## config.mk

```make
export PLATFORM = sky130hd
export DESIGN_NAME = dmem_responder_flat
export DESIGN_NICKNAME = d
export VERILOG_FILES = /design/src/rtl/dmem_if.sv /design/src/rtl/dmem_responder.sv /design/src/flat_wrapper.sv
export SDC_FILE = /design/constraint.sdc
export NUM_CORES = 2
export LEC_CHECK = 0
export CELL_PAD_IN_SITES_DETAIL_PLACEMENT = 1
export CELL_PAD_IN_SITES_GLOBAL_PLACEMENT = 1
export CORE_ASPECT_RATIO = 0.7
export CORE_UTILIZATION = 50
export CTS_BUF_LIST = sky130_fd_sc_hd__clkbuf_8
export CTS_CLUSTER_SIZE = 30
export DETAILED_ROUTE_END_ITERATION = 8
export PLACE_DENSITY_LB_ADDON = 0.1
export SLEW_MARGIN = 20
export SYNTH_ARGS = -nofsm -noshare
export SYNTH_HDL_FRONTEND = slang
export SYNTH_SLANG_ARGS = --single-unit
export TNS_END_PERCENT = 30
```

## constraint.sdc

```tcl
create_clock -name Clock -period 7.6 [get_ports Clock]
set_input_delay 0.76 -clock Clock [delete_from_list [all_inputs] [get_ports Clock]]
set_output_delay 0.76 -clock Clock [all_outputs]
set_load 0.005 [all_outputs]
```

## src/rtl/dmem_if.sv

```systemverilog
// Processor data-port bus: processor drives address/data/op, responder returns read data and stall.
interface dmem_if #(
  parameter int unsigned WORD_SIZE = 16
);
  logic [WORD_SIZE-1:0] DataAddr;
  logic [WORD_SIZE-1:0] DataOut;
  logic                 ReadData;
  logic                 WriteData;
  logic [WORD_SIZE-1:0] DataIn;
  logic                 DataWaitreq;
  logic                 ProtoErr;

  modport master (
    output DataAddr, DataOut, ReadData, WriteData,
    input  DataIn, DataWaitreq, ProtoErr
  );

  modport slave (
    input  DataAddr, DataOut, ReadData, WriteData,
    output DataIn, DataWaitreq, ProtoErr
  );
endinterface

```

## src/rtl/dmem_responder.sv

```systemverilog
// Data-memory responder: word-addressed RAM behind a fixed-latency DataWaitreq stall.
// Optional sticky protocol checker enabled by defining DMEM_PROTOCOL_CHECK_EN.
module dmem_responder #(
  parameter int unsigned WORD_SIZE = 16,
  parameter int unsigned ADDR_BITS = 8,
  parameter int unsigned LATENCY   = 2
) (
  input  logic  Clock,
  input  logic  Reset,
  dmem_if.slave bus
);
  localparam int unsigned CNT_W = 4;
  localparam int unsigned DEPTH = 2 ** ADDR_BITS;

  typedef enum logic [1:0] {IDLE, WAIT, DONE} state_t;

  state_t               r_state, w_state_next;
  logic [CNT_W-1:0]     r_cnt, w_cnt_next;
  logic [ADDR_BITS-1:0] r_addr;
  logic                 r_op_wr;
  logic [WORD_SIZE-1:0] r_wdata;
  logic [WORD_SIZE-1:0] r_data_in;
  logic [WORD_SIZE-1:0] r_mem [DEPTH];

  logic                 w_req, w_none, w_latch, w_commit, w_waitreq;
  logic [ADDR_BITS-1:0] w_acc_addr;
  logic                 w_acc_wr;
  logic [WORD_SIZE-1:0] w_acc_wdata;

  assign w_req  = bus.ReadData ^ bus.WriteData;
  assign w_none = !bus.ReadData && !bus.WriteData;

  // With LATENCY==1 the access commits on the request edge, so it uses the live fields.
  assign w_acc_addr  = (r_state == IDLE) ? bus.DataAddr[ADDR_BITS-1:0] : r_addr;
  assign w_acc_wr    = (r_state == IDLE) ? bus.WriteData : r_op_wr;
  assign w_acc_wdata = (r_state == IDLE) ? bus.DataOut : r_wdata;

  always_comb begin
    w_state_next = r_state;
    w_cnt_next   = r_cnt;
    w_latch      = 1'b0;
    w_commit     = 1'b0;
    w_waitreq    = 1'b0;
    case (r_state)
      IDLE: begin
        w_waitreq = w_req;
        if (w_req) begin
          w_latch = 1'b1;
          if (LATENCY == 1) begin
            w_state_next = DONE;
            w_commit     = 1'b1;
          end else begin
            w_state_next = WAIT;
            w_cnt_next   = CNT_W'(LATENCY - 2);
          end
        end
      end
      WAIT: begin
        w_waitreq = 1'b1;
        if (w_none) begin
          w_state_next = IDLE;
        end else if (r_cnt == '0) begin
          w_state_next = DONE;
          w_commit     = 1'b1;
        end else begin
          w_cnt_next = r_cnt - CNT_W'(1);
        end
      end
      DONE:    w_state_next = IDLE;
      default: w_state_next = IDLE;
    endcase
  end

  always_ff @(posedge Clock) begin
    if (Reset) begin
      r_state <= IDLE;
      r_cnt   <= '0;
      r_addr  <= '0;
      r_op_wr <= 1'b0;
      r_wdata <= '0;
    end else begin
      r_state <= w_state_next;
      r_cnt   <= w_cnt_next;
      if (w_latch) begin
        r_addr  <= bus.DataAddr[ADDR_BITS-1:0];
        r_op_wr <= bus.WriteData;
        r_wdata <= bus.DataOut;
      end
    end
  end

  // RAM is intentionally not reset; a reset edge suppresses any pending commit.
  always_ff @(posedge Clock) begin
    if (!Reset && w_commit && w_acc_wr) begin
      r_mem[w_acc_addr] <= w_acc_wdata;
    end
  end

  always_ff @(posedge Clock) begin
    if (Reset) begin
      r_data_in <= '0;
    end else if (w_commit && !w_acc_wr) begin
      r_data_in <= r_mem[w_acc_addr];
    end
  end

  assign bus.DataIn      = r_data_in;
  assign bus.DataWaitreq = w_waitreq;

  generate
    if (ADDR_BITS < WORD_SIZE) begin : g_addr_hi
      logic w_addr_hi_unused;
      assign w_addr_hi_unused = ^bus.DataAddr[WORD_SIZE-1:ADDR_BITS];
    end
  endgenerate

`ifdef DMEM_PROTOCOL_CHECK_EN
  logic r_proto_err;
  logic w_proto_viol;

  assign w_proto_viol = (bus.ReadData && bus.WriteData) ||
                        ((r_state == WAIT) &&
                         (w_none ||
                          (bus.DataAddr[ADDR_BITS-1:0] != r_addr) ||
                          (bus.WriteData != r_op_wr) ||
                          (r_op_wr && (bus.DataOut != r_wdata))));

  always_ff @(posedge Clock) begin
    if (Reset) begin
      r_proto_err <= 1'b0;
    end else if (w_proto_viol) begin
      r_proto_err <= 1'b1;
    end
  end

  assign bus.ProtoErr = r_proto_err;
`else
  assign bus.ProtoErr = 1'b0;
`endif

endmodule

```

## src/flat_wrapper.sv

```systemverilog
// flat-port wrapper written by rule: the top's interface ports become plain ports
module dmem_responder_flat 
#(
  parameter int unsigned WORD_SIZE = 16,
  parameter int unsigned ADDR_BITS = 8,
  parameter int unsigned LATENCY   = 2
)
  (Clock, Reset, bus_DataAddr, bus_DataOut, bus_ReadData, bus_WriteData, bus_DataIn, bus_DataWaitreq, bus_ProtoErr);
  dmem_if #(.WORD_SIZE(WORD_SIZE)) bus_i ();
  input  logic Clock;
  input  logic Reset;
  input wire logic [$bits(bus_i.DataAddr)-1:0] bus_DataAddr;
  input wire logic [$bits(bus_i.DataOut)-1:0] bus_DataOut;
  input wire logic [$bits(bus_i.ReadData)-1:0] bus_ReadData;
  input wire logic [$bits(bus_i.WriteData)-1:0] bus_WriteData;
  output wire logic [$bits(bus_i.DataIn)-1:0] bus_DataIn;
  output wire logic [$bits(bus_i.DataWaitreq)-1:0] bus_DataWaitreq;
  output wire logic [$bits(bus_i.ProtoErr)-1:0] bus_ProtoErr;
  assign bus_i.DataAddr = bus_DataAddr;
  assign bus_i.DataOut = bus_DataOut;
  assign bus_i.ReadData = bus_ReadData;
  assign bus_i.WriteData = bus_WriteData;
  assign bus_DataIn = bus_i.DataIn;
  assign bus_DataWaitreq = bus_i.DataWaitreq;
  assign bus_ProtoErr = bus_i.ProtoErr;
  dmem_responder #(.WORD_SIZE(WORD_SIZE), .ADDR_BITS(ADDR_BITS), .LATENCY(LATENCY)) u_core (.Clock(Clock), .Reset(Reset), .bus(bus_i));
endmodule
```

; ---- After elaboration in Yosys (flattened, before gate mapping)
; Memories as Yosys holds them, arrays and structs flattened. A register that Yosys moved wholly into a read port is not among the register bits.
; Cells that the tools add are included.
[op_classes]
add_sub_neg = 1
n_eq_ne = 5
n_mux = 19
bitwise_logic = 1
reduce_logical = 13
[op_table]
columns = op, count
row1 = 2-to-1 mux 16 bit, 1
row2 = 2-to-1 mux 4 bit, 3
row3 = 2-to-1 mux 1 bit, 8
row4 = 2-to-1 mux 8 bit, 1
row5 = one-hot mux 4 bit (2 select lines), 1
row6 = 2-to-1 mux 2 bit, 3
row7 = logical AND 1 bit, 4
row8 = zero test 1 bit, 4
row9 = zero test 4 bit, 1
row10 = "!= test 2 bit, second input constant", 2
row11 = one-hot mux 2 bit (2 select lines), 1
row12 = AND reduction 4 bit, 1
row13 = "subtractor 4 x 1 -> 4 bit, second input constant", 1
row14 = "!= test 3 x 1 -> 1 bit, second input constant", 1
row15 = "equality test 2 x 1 -> 1 bit, second input constant", 1
row16 = zero test 2 bit, 1
row17 = "!= test 2 x 1 -> 1 bit, second input constant", 1
row18 = one-hot mux 1 bit (2 select lines), 1
row19 = AND reduction 2 bit, 1
row20 = nonzero test 2 bit, 1
row21 = XOR 1 bit, 1
[totals]
register_bits = 31
ram_bits = 4096
input_bits = 36
out_inout_bits = 18
wordCells = 45
n_memories = 1
[memory_table]
columns = memory, words, word_bits, read_ports, rd_clocked_by_memory_dff, write_ports, line
row1 = u_core.r_mem, 256, 16, 1, 1, 1, dmem_responder.sv:23  ; logic [WORD_SIZE-1:0] r_mem [DEPTH];

; ---- Depth between registers and ports, before layout
[logic_depth]
word_depth = 8
mapped_depth = 13

; ---- Worst setup path after synthesis
; No wires, ideal clock.
[synth_path]
path_type = flip-flop to flip-flop
startpoint = register u_core.r_state[0]
endpoint = memory u_core.r_mem[0][10] (data pin)
arrival_ps = 4902
required_ps = 6777
slack_ps = 1876
path_stages_with_launch = 10
period_less_slack_ps = 5724
path_cell_list = dfxtp_1 buf_4 nor2_8 buf_6 buf_2 clkbuf_1 buf_1 clkbuf_1 nand2_1 nand2_1
[synth_via]
elab_chain_len = 2
[synth_rtl]
columns = element, line
row1 = start: declaration, dmem_responder.sv:17  ; state_t r_state, w_state_next;
row2 = start signal: assignment, dmem_responder.sv:82  ; r_state <= w_state_next;
row3 = zero test 2 bit, dmem_responder.sv:36  ; assign w_acc_wdata = (r_state == IDLE) ? bus.DataOut : r_wdata;
row4 = 2-to-1 mux 16 bit, dmem_responder.sv:36
row5 = named net u_core.w_acc_wdata[10], dmem_responder.sv:28  ; logic [WORD_SIZE-1:0] w_acc_wdata;
row6 = end: declaration, dmem_responder.sv:23
; The timed path passes the listed nets, and every way through them passes these cells.

; ---- Worst setup path after layout
[layout_path]
startpoint = register u_core.r_state[1]
endpoint = memory u_core.r_mem[79][14] (enable)
[layout_via]
elab_chain_len = 6
[layout_rtl]
columns = element, line
row1 = equality test 2 x 1 -> 1 bit, dmem_responder.sv:44  ; case (r_state)
row2 = 2-to-1 mux 1 bit, dmem_responder.sv:44
row3 = logical AND 1 bit (2 in a row), dmem_responder.sv:94  ; if (!Reset && w_commit && w_acc_wr) begin
row4 = 2-to-1 mux 1 bit, dmem_responder.sv:94
row5 = 2-to-1 mux 1 bit (implied by the code), dmem_responder.sv:95  ; r_mem[w_acc_addr] <= w_acc_wdata;
; Several ways; a longest one is shown, not always the timed one.

==> impl_metrics.csv <==
group,metric,value,unit
routing,drtAntennaViolNets,0,
power_and_ir_drop,cellLeakagePower,0.05299,µW
finish,finish.net_count,9290,
timing,finalMaxSlewViolations,0,
finish,combined_area_of_the_multi_input_logic_cells,27040,µm²
logic_synthesis,synth.ff_latch_count,4143,
critical_path,crit_arrival,6.23,ns
finish,nFillCells,27150,
global_route,grt_antenna_before_repair,20,
finish,final_cell_count_no_fill,13750,
place,finalWeightedCongestion,0.8265,
logic_synthesis,synth.top_cells.by_area,"sky130_fd_sc_hd__edfxtp_1 80%, sky130_fd_sc_hd__a22oi_1 10%, sky130_fd_sc_hd__a21oi_1 3.5%",
timing,maxSlewHeadroom,14.18,%
critical_path,cp_capture_type,"register",
timing,setup_total_negative_slack,0,ns
routing,totalWireLength,483.7,mm
critical_path,critical-path-top-delay-family,"simple AND/OR/NAND/NOR gates",
timing,period_share,72.02,%
critical_path,critPathMaxFanout,99,
logic_synthesis,syn-mean-instance-area,17.52,µm²
logic_synthesis,post-synth-top-area-cell,"sky130_fd_sc_hd__edfxtp_1",
die,design.die.area,309400,µm²
global_route,aggregate_global_route_resource_usage,30.52,%
critical_path,critical_path.cell_chain,"or2_2 -> o21ai_4 -> buf_12 -> nand3_2 -> nor2_1 -> buf_4",
routing,wl_per_cell,35.18,µm
global_route,grt_pass1_wl,674.7,mm
timing,final-hold-violation-count,0,
clock_tree,cts_max_path_buffers,4,
logic_synthesis,netlist_area,153600,µm²
routing,detail_route.drc_violations,0,
clock_tree,clockRootBuffer,"sky130_fd_sc_hd__clkbuf_8",
critical_path,crit_buf_inv,2,
die,core_area,304300,µm²
global_route,largest_net_degree_at_the_start_of_global_routing,197,
clock_tree,cts_tree,"built",
timing,setup_slack,2.127,ns
timing,grt_setup_unrepaired,"no",
flow_run,max_cap_viol_count,0,
power_and_ir_drop,power_density,289.9,nW/µm²
logic_synthesis,ys_warns,0,
die,std_cell_rows,169,
min_path,hold_path_class,"in2reg",
finish,final-seq-area,123900,µm²
logic_synthesis,synthDominantCellAreaShare,80.09,%
logic_synthesis,ys_top_cells_by_count,"4096 x sky130_fd_sc_hd__edfxtp_1, 2048 x sky130_fd_sc_hd__a22oi_1, 1071 x sky130_fd_sc_hd__a21oi_1",
power_and_ir_drop,max-vdd-ir-drop,0.1849,mV
status,outcome,"complete, no violations",
die,die_h,465.7,µm
place,dpl.cell_count,12650,
clock_tree,tritoncts.num_buffers,621,
timing,timing.fmax,182.7,MHz
routing,route.vias.total,91130,
finish,flow.area_growth_from_synthesis,11.91,%
timing,setup_viol,0,
die,floorplan.initialDensity,50.47,%
routing,vias_per_cell,6.629,
place,placement.io_buffers,44,
clock_tree,cts.repair.resized,0,
place,dp.final_hpwl,276.7,mm
finish,share_of_layout_cells_above_drive_strength_1,14.33,%
critical_path,cp-start-kind,"register",
clock_tree,cts_setup_buffers,0,
routing,detailed_routing_iteration_count_for_the_pre_antenna_repair_pass,6,
logic_synthesis,postSynthCellCount,8765,
clock_tree,cts.sinks,4143,
clock_tree,clk_pin_slew_worst_paths,0.06,ns
critical_path,cpPeakStageDelay,1.04,ns
global_route,global_route.overflow_total,0,
logic_synthesis,yosys.cell_count.top_type,"sky130_fd_sc_hd__edfxtp_1",
die,die_span_in_x,664.4,µm
critical_path,worst_path_max_delay_cell,"sky130_fd_sc_hd__nor2_1",
critical_path,timing.setup.critical_path_class,"reg2reg",
routing,initial_drc_count,12490,
clock_tree,hold_buffers,0,
global_route,vias_in_the_first_global_route,90490,
logic_synthesis,synth_enable_flop_cells,4096,
logic_synthesis,ys.flop_type,"sky130_fd_sc_hd__edfxtp_1",
power_and_ir_drop,power,49820,µW
timing,final.setup_skew,0.04409,ns
clock_tree,clock_latency_of_the_later_clocked_register_in_the_worst_skew_pair,1.08,ns
timing,worst_pin_slew,1.287,ns
logic_synthesis,synth.lib_cells_used.distinct,52,
critical_path,critical_path_required,8.36,ns
clock_tree,htree_num_levels,6,
place,pre_cts_slack,2.012,ns
logic_synthesis,ys_async_sr_fraction,0,%
die,pin_count,54,
timing,post-route-min-period,5.473,ns
logic_synthesis,synth_sequential_area_ratio,80.70,%
logic_synthesis,synthesis.nets,8803,
sequential cells by signal, summed over array words and instances, names as in the netlist:
signal,cells
u_core.r_wdata,16
u_core.r_mem,4096
u_core.bus.DataIn,16
u_core.r_cnt,4
u_core.r_state,2
u_core.r_op_wr,1
u_core.r_addr,8
layout by cell type (no fill, tap or decap), drive strengths merged, types with 3 or more instances in the layout:
master	n
a2111oi	6
a211oi	8
a21oi	1071
a22oi	2048
a311oi	8
a41oi	37
buf	482
bufinv	6
clkbuf	643
clkdlybuf4s50	43
clkinv	180
clkinvlp	18
dfxtp	47
diode	15
edfxtp	4096
inv	248
nand2	125
nand2b	5
nand3	26
nand3b	4
nand4	24
nor2	251
nor3	37
nor4	6
o21a	8
o21ai	8
o221ai	3
o31ai	4
o41ai	250
cell families (layout without fill, tap and decap cells):
logic type	count (synthesis)	count (layout)	share of synthesized area [%]
flip-flops	4143	4143	80.70
AO/OA/AOI/OAI	3455	3455	15.41
buffers and inverters	670	1620	2.476
AND/OR/NAND/NOR	489	489	1.363
XOR/XNOR	3	3	0.01711
adder cells (fa/ha/maj)	2	2	0.01629
multiplexers	2	2	0.01304
other	1	16	0.002442
per-stage QoR:
| stage | cell area, µm² | hold WS [ns] | utilization, % |
|---|---|---|---|
| finish | 171900 | 0.2843 | 56.48 |
| global route | 171800 | 0.2537 | 56.47 |
| CTS | 171700 | 0.1895 | 56.43 |
| detailed placement | 160800 | 0.4485 | 52.85 |
| global placement | 160600 | 0.4446 | 52.79 |
| floorplan | 153600 | 0.4366 | - |
where the power goes:
group	internal, µW	switching (µW)
registers	26200	62.6
clock network	8040	8570
logic	1540	5440
worst reg2reg max path: stages (launching register included):
cell and delay (ns):
sky130_fd_sc_hd__dfxtp_1 0.47, sky130_fd_sc_hd__or2_2 0.63, sky130_fd_sc_hd__o21ai_4 0.96, sky130_fd_sc_hd__buf_12 0.57, sky130_fd_sc_hd__nand3_2 1.10, sky130_fd_sc_hd__nor2_1 1.08
sky130_fd_sc_hd__buf_4 0.35
cell type report:
cell class / count / area share (%)
Timing Repair Buffer: 525 / 2.844
Multi-Input combinational cell: 3952 / 15.74
Clock inverter: 443 / 1.190
Clock buffer: 643 / 5.149
Sequential cell: 4143 / 72.11
Inverter: 9 / 0.01966
Tap cell: 4018 / 2.925
Antenna cell: 15 / 0.02184
final timing paths:
| path | depth (start not counted) | end | slack [ns] | from |
|---|---|---|---|---|
| min reg2reg | 2 | u_core.r_wdata[8]$_SDFFE_PP0P_ | 0.46 | u_core.r_wdata[8]$_SDFFE_PP0P_ |
| min | 3 | u_core.r_wdata[1]$_SDFFE_PP0P_ | 0.28 | bus_DataOut[1] |
| max reg2reg | 6 | u_core.r_mem[79][14]$_DFFE_PP_ | 2.13 | u_core.r_state[1]$_SDFFE_PP0P_ |
| max | 6 | u_core.r_mem[79][14]$_DFFE_PP_ | 2.13 | u_core.r_state[1]$_SDFFE_PP0P_ |
layer usage:
| metal | wire length [µm] | share of wire, % | vias up | global-route usage [%] |
|---|---|---|---|---|
| met3 | 48720 | 10 | 681 | 6.457 |
| li1 | - | - | 37620 | - |
| met5 | 86 | 0.018 | - | 0 |
| met4 | 12560 | 2.6 | 14 | 8.259 |
| met1 | 208900 | 43 | 47920 | 46.25 |
| met2 | 213500 | 44 | 4903 | 45.15 |
No activity file was read; power rests on OpenSTA's default activity.
